===== src/rtl/fft_pkg.sv =====
// Shared constants, power type and frame-state enum for the FFT peak detector.
package fft_pkg;

    localparam int FFT_LEN_DEF = 1024;
    localparam int DW_DEF      = 25;

    typedef logic [2*DW_DEF:0] pwr_t;

    typedef enum logic [1:0] {
        IDLE,
        ACCUM,
        FLUSH
    } fsm_e;

    function automatic int clog2(input int value);
        int r;
        r = 0;
        while ((1 << r) < value) r = r + 1;
        return r;
    endfunction

endpackage


===== src/rtl/fft_pwr_calc.sv =====
// Bin power re^2 + im^2 at full precision, with a tag carried alongside.
// Latency: 2 cycles (S1 squares, S2 sum).
// Backpressure: none; a beat presented with valid is always taken.
module fft_pwr_calc
    import fft_pkg::*;
#(
    parameter int DW = DW_DEF,
    parameter int TW = 8
) (
    input  logic            clk_100m,
    input  logic            rst,
    input  logic            valid,
    input  logic [DW-1:0]   re,
    input  logic [DW-1:0]   im,
    input  logic [TW-1:0]   tag,
    output logic            pwr_valid,
    output logic [2*DW:0]   pwr,
    output logic [TW-1:0]   pwr_tag
);

    logic signed [2*DW-1:0] re_x, im_x, sq_re, sq_im;
    logic                   s1_vld;
    logic [TW-1:0]          s1_tag;

    // Sign-extend first so the square of the most negative input still fits.
    assign re_x = {{DW{re[DW-1]}}, re};
    assign im_x = {{DW{im[DW-1]}}, im};

    always_ff @(posedge clk_100m) begin
        if (rst) begin
            s1_vld    <= 1'b0;
            pwr_valid <= 1'b0;
        end else begin
            s1_vld    <= valid;
            pwr_valid <= s1_vld;
        end
    end

    always_ff @(posedge clk_100m) begin
        sq_re   <= re_x * re_x;
        sq_im   <= im_x * im_x;
        s1_tag  <= tag;
        pwr     <= {1'b0, sq_re} + {1'b0, sq_im};
        pwr_tag <= s1_tag;
    end

endmodule


===== src/rtl/fft_peak_detect.sv =====
// Per-frame maximum-power bin search over FFT output; PEAK_DC_SKIP_EN excludes bins 0 and FFT_LEN-1.
// Latency: 3 cycles from the eop beat to peak_valid / frame_err.
// Backpressure: none; every valid beat is consumed or discarded on arrival.
module fft_peak_detect
    import fft_pkg::*;
#(
    parameter int FFT_LEN = FFT_LEN_DEF,
    parameter int DW      = DW_DEF
) (
    input  logic                      clk_100m,
    input  logic                      rst,
    input  logic                      data_sop,
    input  logic                      data_eop,
    input  logic                      data_valid,
    input  logic [DW-1:0]             data_real,
    input  logic [DW-1:0]             data_imag,
    input  logic [2*DW:0]             cfg_threshold,
    output logic                      peak_valid,
    output logic                      peak_found,
    output logic [clog2(FFT_LEN)-1:0] peak_bin,
    output logic [2*DW:0]             peak_pwr,
    output logic                      frame_err
);

    localparam int            BW       = clog2(FFT_LEN);
    localparam logic [BW-1:0] LAST_BIN = BW'(FFT_LEN - 1);

    typedef struct packed {
        logic [2*DW:0] thr;
        logic [BW-1:0] bin;
        logic          sop;
        logic          eop;
        logic          err;
    } tag_t;

    localparam int TW = $bits(tag_t);

    fsm_e          state, state_nxt;
    logic [BW-1:0] cnt, cnt_nxt, bin_inc;
    logic          in_vld, s0_vld, s2_vld;
    tag_t          in_tag, s0_tag, s2_tag;
    logic [DW-1:0] s0_re, s0_im;
    logic [2*DW:0] s2_pwr, max_pwr, cand_pwr, thr_q, thr_cur;
    logic [BW-1:0] max_bin, cand_bin;
    logic          seed, part, flush_done;

    assign bin_inc    = cnt + 1'b1;
    assign flush_done = s2_vld && s2_tag.eop;

    // FLUSH accepts a new sop exactly like IDLE, so back-to-back frames overlap it.
    always_comb begin
        state_nxt  = state;
        cnt_nxt    = cnt;
        in_vld     = 1'b0;
        in_tag     = '0;
        in_tag.thr = cfg_threshold;
        in_tag.bin = bin_inc;
        if (state == FLUSH && flush_done) state_nxt = IDLE;
        if (data_valid) begin
            if (data_sop) begin
                in_vld     = 1'b1;
                in_tag.bin = '0;
                in_tag.sop = 1'b1;
                in_tag.eop = data_eop;
                in_tag.err = (state == ACCUM) || (data_eop && FFT_LEN > 1);
                cnt_nxt    = '0;
                state_nxt  = data_eop ? FLUSH : ACCUM;
            end else if (state == ACCUM) begin
                in_vld = 1'b1;
                if (cnt == LAST_BIN) begin
                    // Beat past the last bin: only its error tag matters downstream.
                    in_tag.err = 1'b1;
                    state_nxt  = IDLE;
                end else begin
                    cnt_nxt    = bin_inc;
                    in_tag.eop = data_eop;
                    in_tag.err = data_eop && (bin_inc != LAST_BIN);
                    if (data_eop) state_nxt = FLUSH;
                end
            end
        end
    end

    always_ff @(posedge clk_100m) begin
        if (rst) begin
            state  <= IDLE;
            cnt    <= '0;
            s0_vld <= 1'b0;
        end else begin
            state  <= state_nxt;
            cnt    <= cnt_nxt;
            s0_vld <= in_vld;
        end
    end

    always_ff @(posedge clk_100m) begin
        s0_tag <= in_tag;
        s0_re  <= data_real;
        s0_im  <= data_imag;
    end

    fft_pwr_calc #(
        .DW (DW),
        .TW (TW)
    ) u_pwr_calc (
        .clk_100m  (clk_100m),
        .rst       (rst),
        .valid     (s0_vld),
        .re        (s0_re),
        .im        (s0_im),
        .tag       (s0_tag),
        .pwr_valid (s2_vld),
        .pwr       (s2_pwr),
        .pwr_tag   (s2_tag)
    );

`ifdef PEAK_DC_SKIP_EN
    assign seed = (s2_tag.bin == BW'(1));
    assign part = (s2_tag.bin != '0) && (s2_tag.bin != LAST_BIN);
`else
    assign seed = s2_tag.sop;
    assign part = 1'b1;
`endif

    // Strictly greater keeps the lowest index on ties.
    always_comb begin
        cand_pwr = max_pwr;
        cand_bin = max_bin;
        if (seed || (part && (s2_pwr > max_pwr))) begin
            cand_pwr = s2_pwr;
            cand_bin = s2_tag.bin;
        end
    end

    assign thr_cur = s2_tag.sop ? s2_tag.thr : thr_q;

    always_ff @(posedge clk_100m) begin
        if (rst) begin
            peak_valid <= 1'b0;
            frame_err  <= 1'b0;
            peak_found <= 1'b0;
            peak_bin   <= '0;
            peak_pwr   <= '0;
            max_pwr    <= '0;
            max_bin    <= '0;
            thr_q      <= '0;
        end else begin
            peak_valid <= 1'b0;
            frame_err  <= 1'b0;
            if (s2_vld) begin
                max_pwr <= cand_pwr;
                max_bin <= cand_bin;
                if (s2_tag.sop) thr_q <= s2_tag.thr;
                if (s2_tag.err) begin
                    frame_err <= 1'b1;
                end else if (s2_tag.eop) begin
                    peak_valid <= 1'b1;
                    peak_bin   <= cand_bin;
                    peak_pwr   <= cand_pwr;
                    peak_found <= (cand_pwr >= thr_cur);
                end
            end
        end
    end

endmodule


===== config.mk =====
export PLATFORM = sky130hd
export DESIGN_NAME = fft_peak_detect
export DESIGN_NICKNAME = d
export VERILOG_FILES = /design/src/rtl/fft_pkg.sv /design/src/rtl/fft_pwr_calc.sv /design/src/rtl/fft_peak_detect.sv
export SDC_FILE = /design/constraint.sdc
export NUM_CORES = 2
export LEC_CHECK = 0
export ABC_AREA = 1
export CORE_MARGIN = 1
export CORE_UTILIZATION = 65
export CTS_CLUSTER_DIAMETER = 200
export DETAILED_ROUTE_END_ITERATION = 8
export PLACE_DENSITY = 0.83
export REMOVE_ABC_BUFFERS = 1
export SETUP_SLACK_MARGIN = 0.3
export SYNTH_ARGS = -nofsm -noshare
export SYNTH_HDL_FRONTEND = slang
export SYNTH_SLANG_ARGS = --single-unit

===== constraint.sdc =====
create_clock -name clk_100m -period 7.24 [get_ports clk_100m]
set_input_delay 0.724 -clock clk_100m [delete_from_list [all_inputs] [get_ports clk_100m]]
set_output_delay 0.724 -clock clk_100m [all_outputs]
set_load 0.01 [all_outputs]

==> results.py <==
metrics = {
    "outcome": {
        "status": "finished clean",
    },
    "sta": {
        "fmax_ghz": 0.149,
        "rsz0062_at_grt": "true",
        "setup_viol": 0,
        "clock_skew_ns": 0.0311,
        "max_slew_margin": 0.244,
        "finalMaxSlewViolations": 0,
        "min_period_ns": 6.72,
        "worstMarginPinSlew_ns": 1.13,
        "fin_crit_sh": 0.928,
        "finalHoldViolations": 0,
        "fin_tns_setup_ns": 0,
    },
    "worst_setup_path": {
        "critPathMaxFanout": 14,
        "critPathArrivalTime_ns": 7.34,
        "cp-end-kind": "flop",
        "r2r_end": "u_pwr_calc.sq_re[48]",
        "worstReg2RegStart": "s0_re[14]",
        "ff2ff_path_depth": 23,
        "r2r_slack_ns": 0.52,
        "start_kind": "flop",
        "crit_required_ns": 7.86,
        "crit_type": "reg -> reg",
    },
    "route": {
        "first_iter_violations": 3761,
        "drt_pass1_iterations": 6,
        "viasPerCell": 5.35,
        "drc_errors": 0,
        "dr_total_vias": 49478,
        "wl_per_cell_um": 17.7,
        "drt_wl_total_um": 163000,
        "ant_nets": 0,
    },
    "place": {
        "gp_congestion": 0.978,
        "io_buffers": 169,
        "placed_cells": 9123,
        "dp_hpwl_um": 136000,
    },
    "final_layout": {
        "drive_above_1_share": 0.0506,
        "diodes": 0,
        "finalNetCount": 9620,
        "final_cells": 9248,
        "syn_to_final_growth_pct": 8.20,
    },
    "yosys": {
        "syn_area_per_cell_um2": 8.56,
        "ys_ff_latch": 582,
        "syn_inst": 7730,
        "synthFlopType": "dfxtp_1",
        "seq_area_frac_synth": 0.176,
        "syn_area_um2": 66200,
        "ys_warn_count": 0,
        "synth_edf_count": 0,
        "yosysUniqueCellTypes": 61,
        "async_flop_share": 0,
    },
    "global_route": {
        "track_usage": 0.328,
        "first_global_vias": 53002,
        "grt_pass1_wl_um": 268000,
        "antenna_found_initial": 1,
        "grt_max_degree": 97,
        "overflow": 0,
    },
    "min_path": {
        "hold_path_depth": 0,
        "hold_path.class": "reg -> reg",
        "hold_start": "s0_tag[27]",
        "hold_end": "u_pwr_calc.s1_tag[27]",
    },
    "flow_run": {
        "max-cap-violations": 0,
    },
    "clock_network": {
        "clk_path_buf_depth": 3,
        "clkTransAtPathRegs_ns": 0.07,
        "cts_tree": "yes",
        "holdBufCountCts": 0,
        "cts_buffers": 61,
        "cts_root_buffer": "clkbuf_16",
        "insertion_delay_ns": 0.69,
        "cts.sinks": 582,
        "h-tree-depth": 2,
    },
    "die": {
        "chipWidth_um": 321,
        "coreArea_um2": 100000,
        "pin_count": 170,
        "die_area_um2": 103000,
        "fp-row-count": 116,
        "dieHeight_um": 321,
        "start_util": 0.659,
    },
}
## critical path, cell delays in order (launching register included)
cell        delay [ns]
dfxtp_2           0.52
buf_4             0.30
nand2_1           0.13
inv_1             0.10
fa_1              0.46
fa_1              0.61
clkinvlp_4        0.22
buf_4             0.19
fa_1              0.40
fa_1              0.52
fa_1              0.47
fa_1              0.52
inv_1             0.05
fa_1              0.43
ha_1              0.38
nand2_1           0.11
nor3_1            0.21
inv_1             0.08
nor2_1            0.20
nand2_1           0.13
nor3_1            0.14
o21ai_0           0.14
nand3_1           0.15
xor2_1            0.15
## layout by cell type (no fill, tap or decap), types with 7 or more instances in the layout
master / count
clkdlybuf4s50_1: 168
clkbuf_16: 62
nand2_4: 61
fa_1: 1210
o21a_1: 10
buf_6: 8
inv_2: 16
ha_1: 459
dfxtp_2: 34
o21ai_1: 22
a21o_1: 22
nand2_2: 7
o21ai_0: 99
mux2i_1: 50
or2_2: 8
dfxtp_1: 546
nand4_1: 34
o22ai_1: 7
nand3_1: 287
nand2_1: 1332
xor2_1: 122
inv_1: 2097
nor2_1: 476
o211ai_1: 53
a21oi_1: 283
a31oi_1: 25
nor2_2: 7
o21bai_1: 44
clkbuf_8: 14
clkinv_2: 7
nor3_1: 39
xnor2_1: 63
buf_4: 103
clkinvlp_4: 11
## per-layer routing
layer  part of all wire  up-vias  GRT usage  wire length, um
met5           0.000055        -          0                9
met4              0.036        2      0.106             5890
met3              0.075      396     0.0497            12200
met2               0.48     1917      0.555            79100
met1               0.41    24277      0.433            66200
li1                   -    22886          -                -
## metrics by stage
step	setup slack [ns]	instance area (um^2)	hold WS (ns)	util
final	0.523	71600	0.323	0.713
after detailed placement	0.259	69200	0.312	0.689
after global routing	0.224	71600	0.330	0.713
after CTS	0.354	71400	0.325	0.711
after global placement	0.133	69200	0.310	0.689
after floorplan	0.502	65000	0.310	-
## logic make-up (layout without fill, tap and decap cells)
group	after synthesis	in the layout	share of synthesized area
xor gates and xnor gates	185	185	0.0245
AOI/OAI and AO/OA	595	595	0.0521
muxes	50	50	0.00756
and+or+nand+nor	2288	2288	0.148
DFF	582	582	0.176
adders and majority gates	1673	1673	0.454
buffers and inverters	2357	2518	0.138
## worst max-delay path by stage
stage,startpoint,endpoint,cells after the start
after floorplan,s0_re[24],u_pwr_calc.sq_re[43],21
after global routing,s0_re[14],u_pwr_calc.sq_re[48],24
after CTS,s0_re[24],u_pwr_calc.sq_re[48],24
after global placement,s0_re[6],u_pwr_calc.sq_re[35],22
after detailed placement,s0_re[6],u_pwr_calc.sq_re[35],22
final,s0_re[14],u_pwr_calc.sq_re[48],23
## synth_stat cells, types with 3 or more instances
cell type | instances | area share
o21bai_1 | 44 | 0.0050
dfxtp_1 | 582 | 0.18
xnor2_1 | 63 | 0.0083
o221ai_1 | 3 | 0.00040
o21ai_0 | 99 | 0.0075
fa_1 | 1214 | 0.37
buf_12 | 6 | 0.0018
xor2_1 | 122 | 0.016
or2_2 | 8 | 0.00076
nand2_2 | 7 | 0.00066
nand3_2 | 4 | 0.00061
clkinv_1 | 3 | 0.00017
o21ai_1 | 22 | 0.0017
dlygate4sd3_1 | 6 | 0.00091
nand2_1 | 1332 | 0.076
nor2_2 | 6 | 0.00057
clkbuf_1 | 188 | 0.011
ha_1 | 459 | 0.087
nor2_1 | 477 | 0.027
a21boi_0 | 4 | 0.00045
nor3_1 | 39 | 0.0029
inv_1 | 2104 | 0.12
nand3_1 | 287 | 0.022
inv_2 | 14 | 0.00079
mux2i_1 | 50 | 0.0076
o211ai_1 | 53 | 0.0060
buf_2 | 20 | 0.0015
o22ai_1 | 7 | 0.00066
a31oi_1 | 25 | 0.0024
nor4_1 | 8 | 0.00076
nor4_2 | 3 | 0.00057
a21o_1 | 22 | 0.0025
o21a_1 | 10 | 0.0011
a211oi_1 | 5 | 0.00057
a21oi_1 | 283 | 0.021
clkbuf_8 | 12 | 0.0025
and3_1 | 6 | 0.00057
and2_1 | 6 | 0.00057
nand4_1 | 34 | 0.0032
nand2_4 | 61 | 0.010
a31o_2 | 3 | 0.00040
a21oi_2 | 5 | 0.00066
## sequential cells by signal, indices dropped and copies added, names as in the netlist
name / cells
cnt: 10
frame_err: 1
max_bin: 10
max_pwr: 51
peak_bin: 10
peak_found: 1
peak_pwr: 51
peak_valid: 1
s0_im: 25
s0_re: 25
s0_tag: 64
s0_vld: 1
state: 2
thr_q: 51
u_pwr_calc.pwr: 51
u_pwr_calc.pwr_tag: 64
u_pwr_calc.pwr_valid: 1
u_pwr_calc.s1_tag: 64
u_pwr_calc.s1_vld: 1
u_pwr_calc.sq_im: 49
u_pwr_calc.sq_re: 49
## cell type report
class | count | area (um^2)
Fill cell | 7390 | 28800
Clock buffer | 81 | 1760
Tap cell | 1357 | 1700
Multi-Input combinational cell | 4791 | 45400
Timing Repair Buffer | 284 | 2650
Clock inverter | 32 | 398
Inverter | 2121 | 7980
Sequential cell | 582 | 11700
## repair_timing
action | in CTS | in global routing
buffers inserted | 4 | 8
cloned | 0 | 0
gates resized for setup | 3 | 58
setup endpoints to repair | 3 | 34
pin swaps | 0 | 1
hold endpoints to repair | 0 | 0
Power is left out: the tool's default activity adds up to more than one toggle a clock period on the data nets, which glitch-free logic cannot reach.
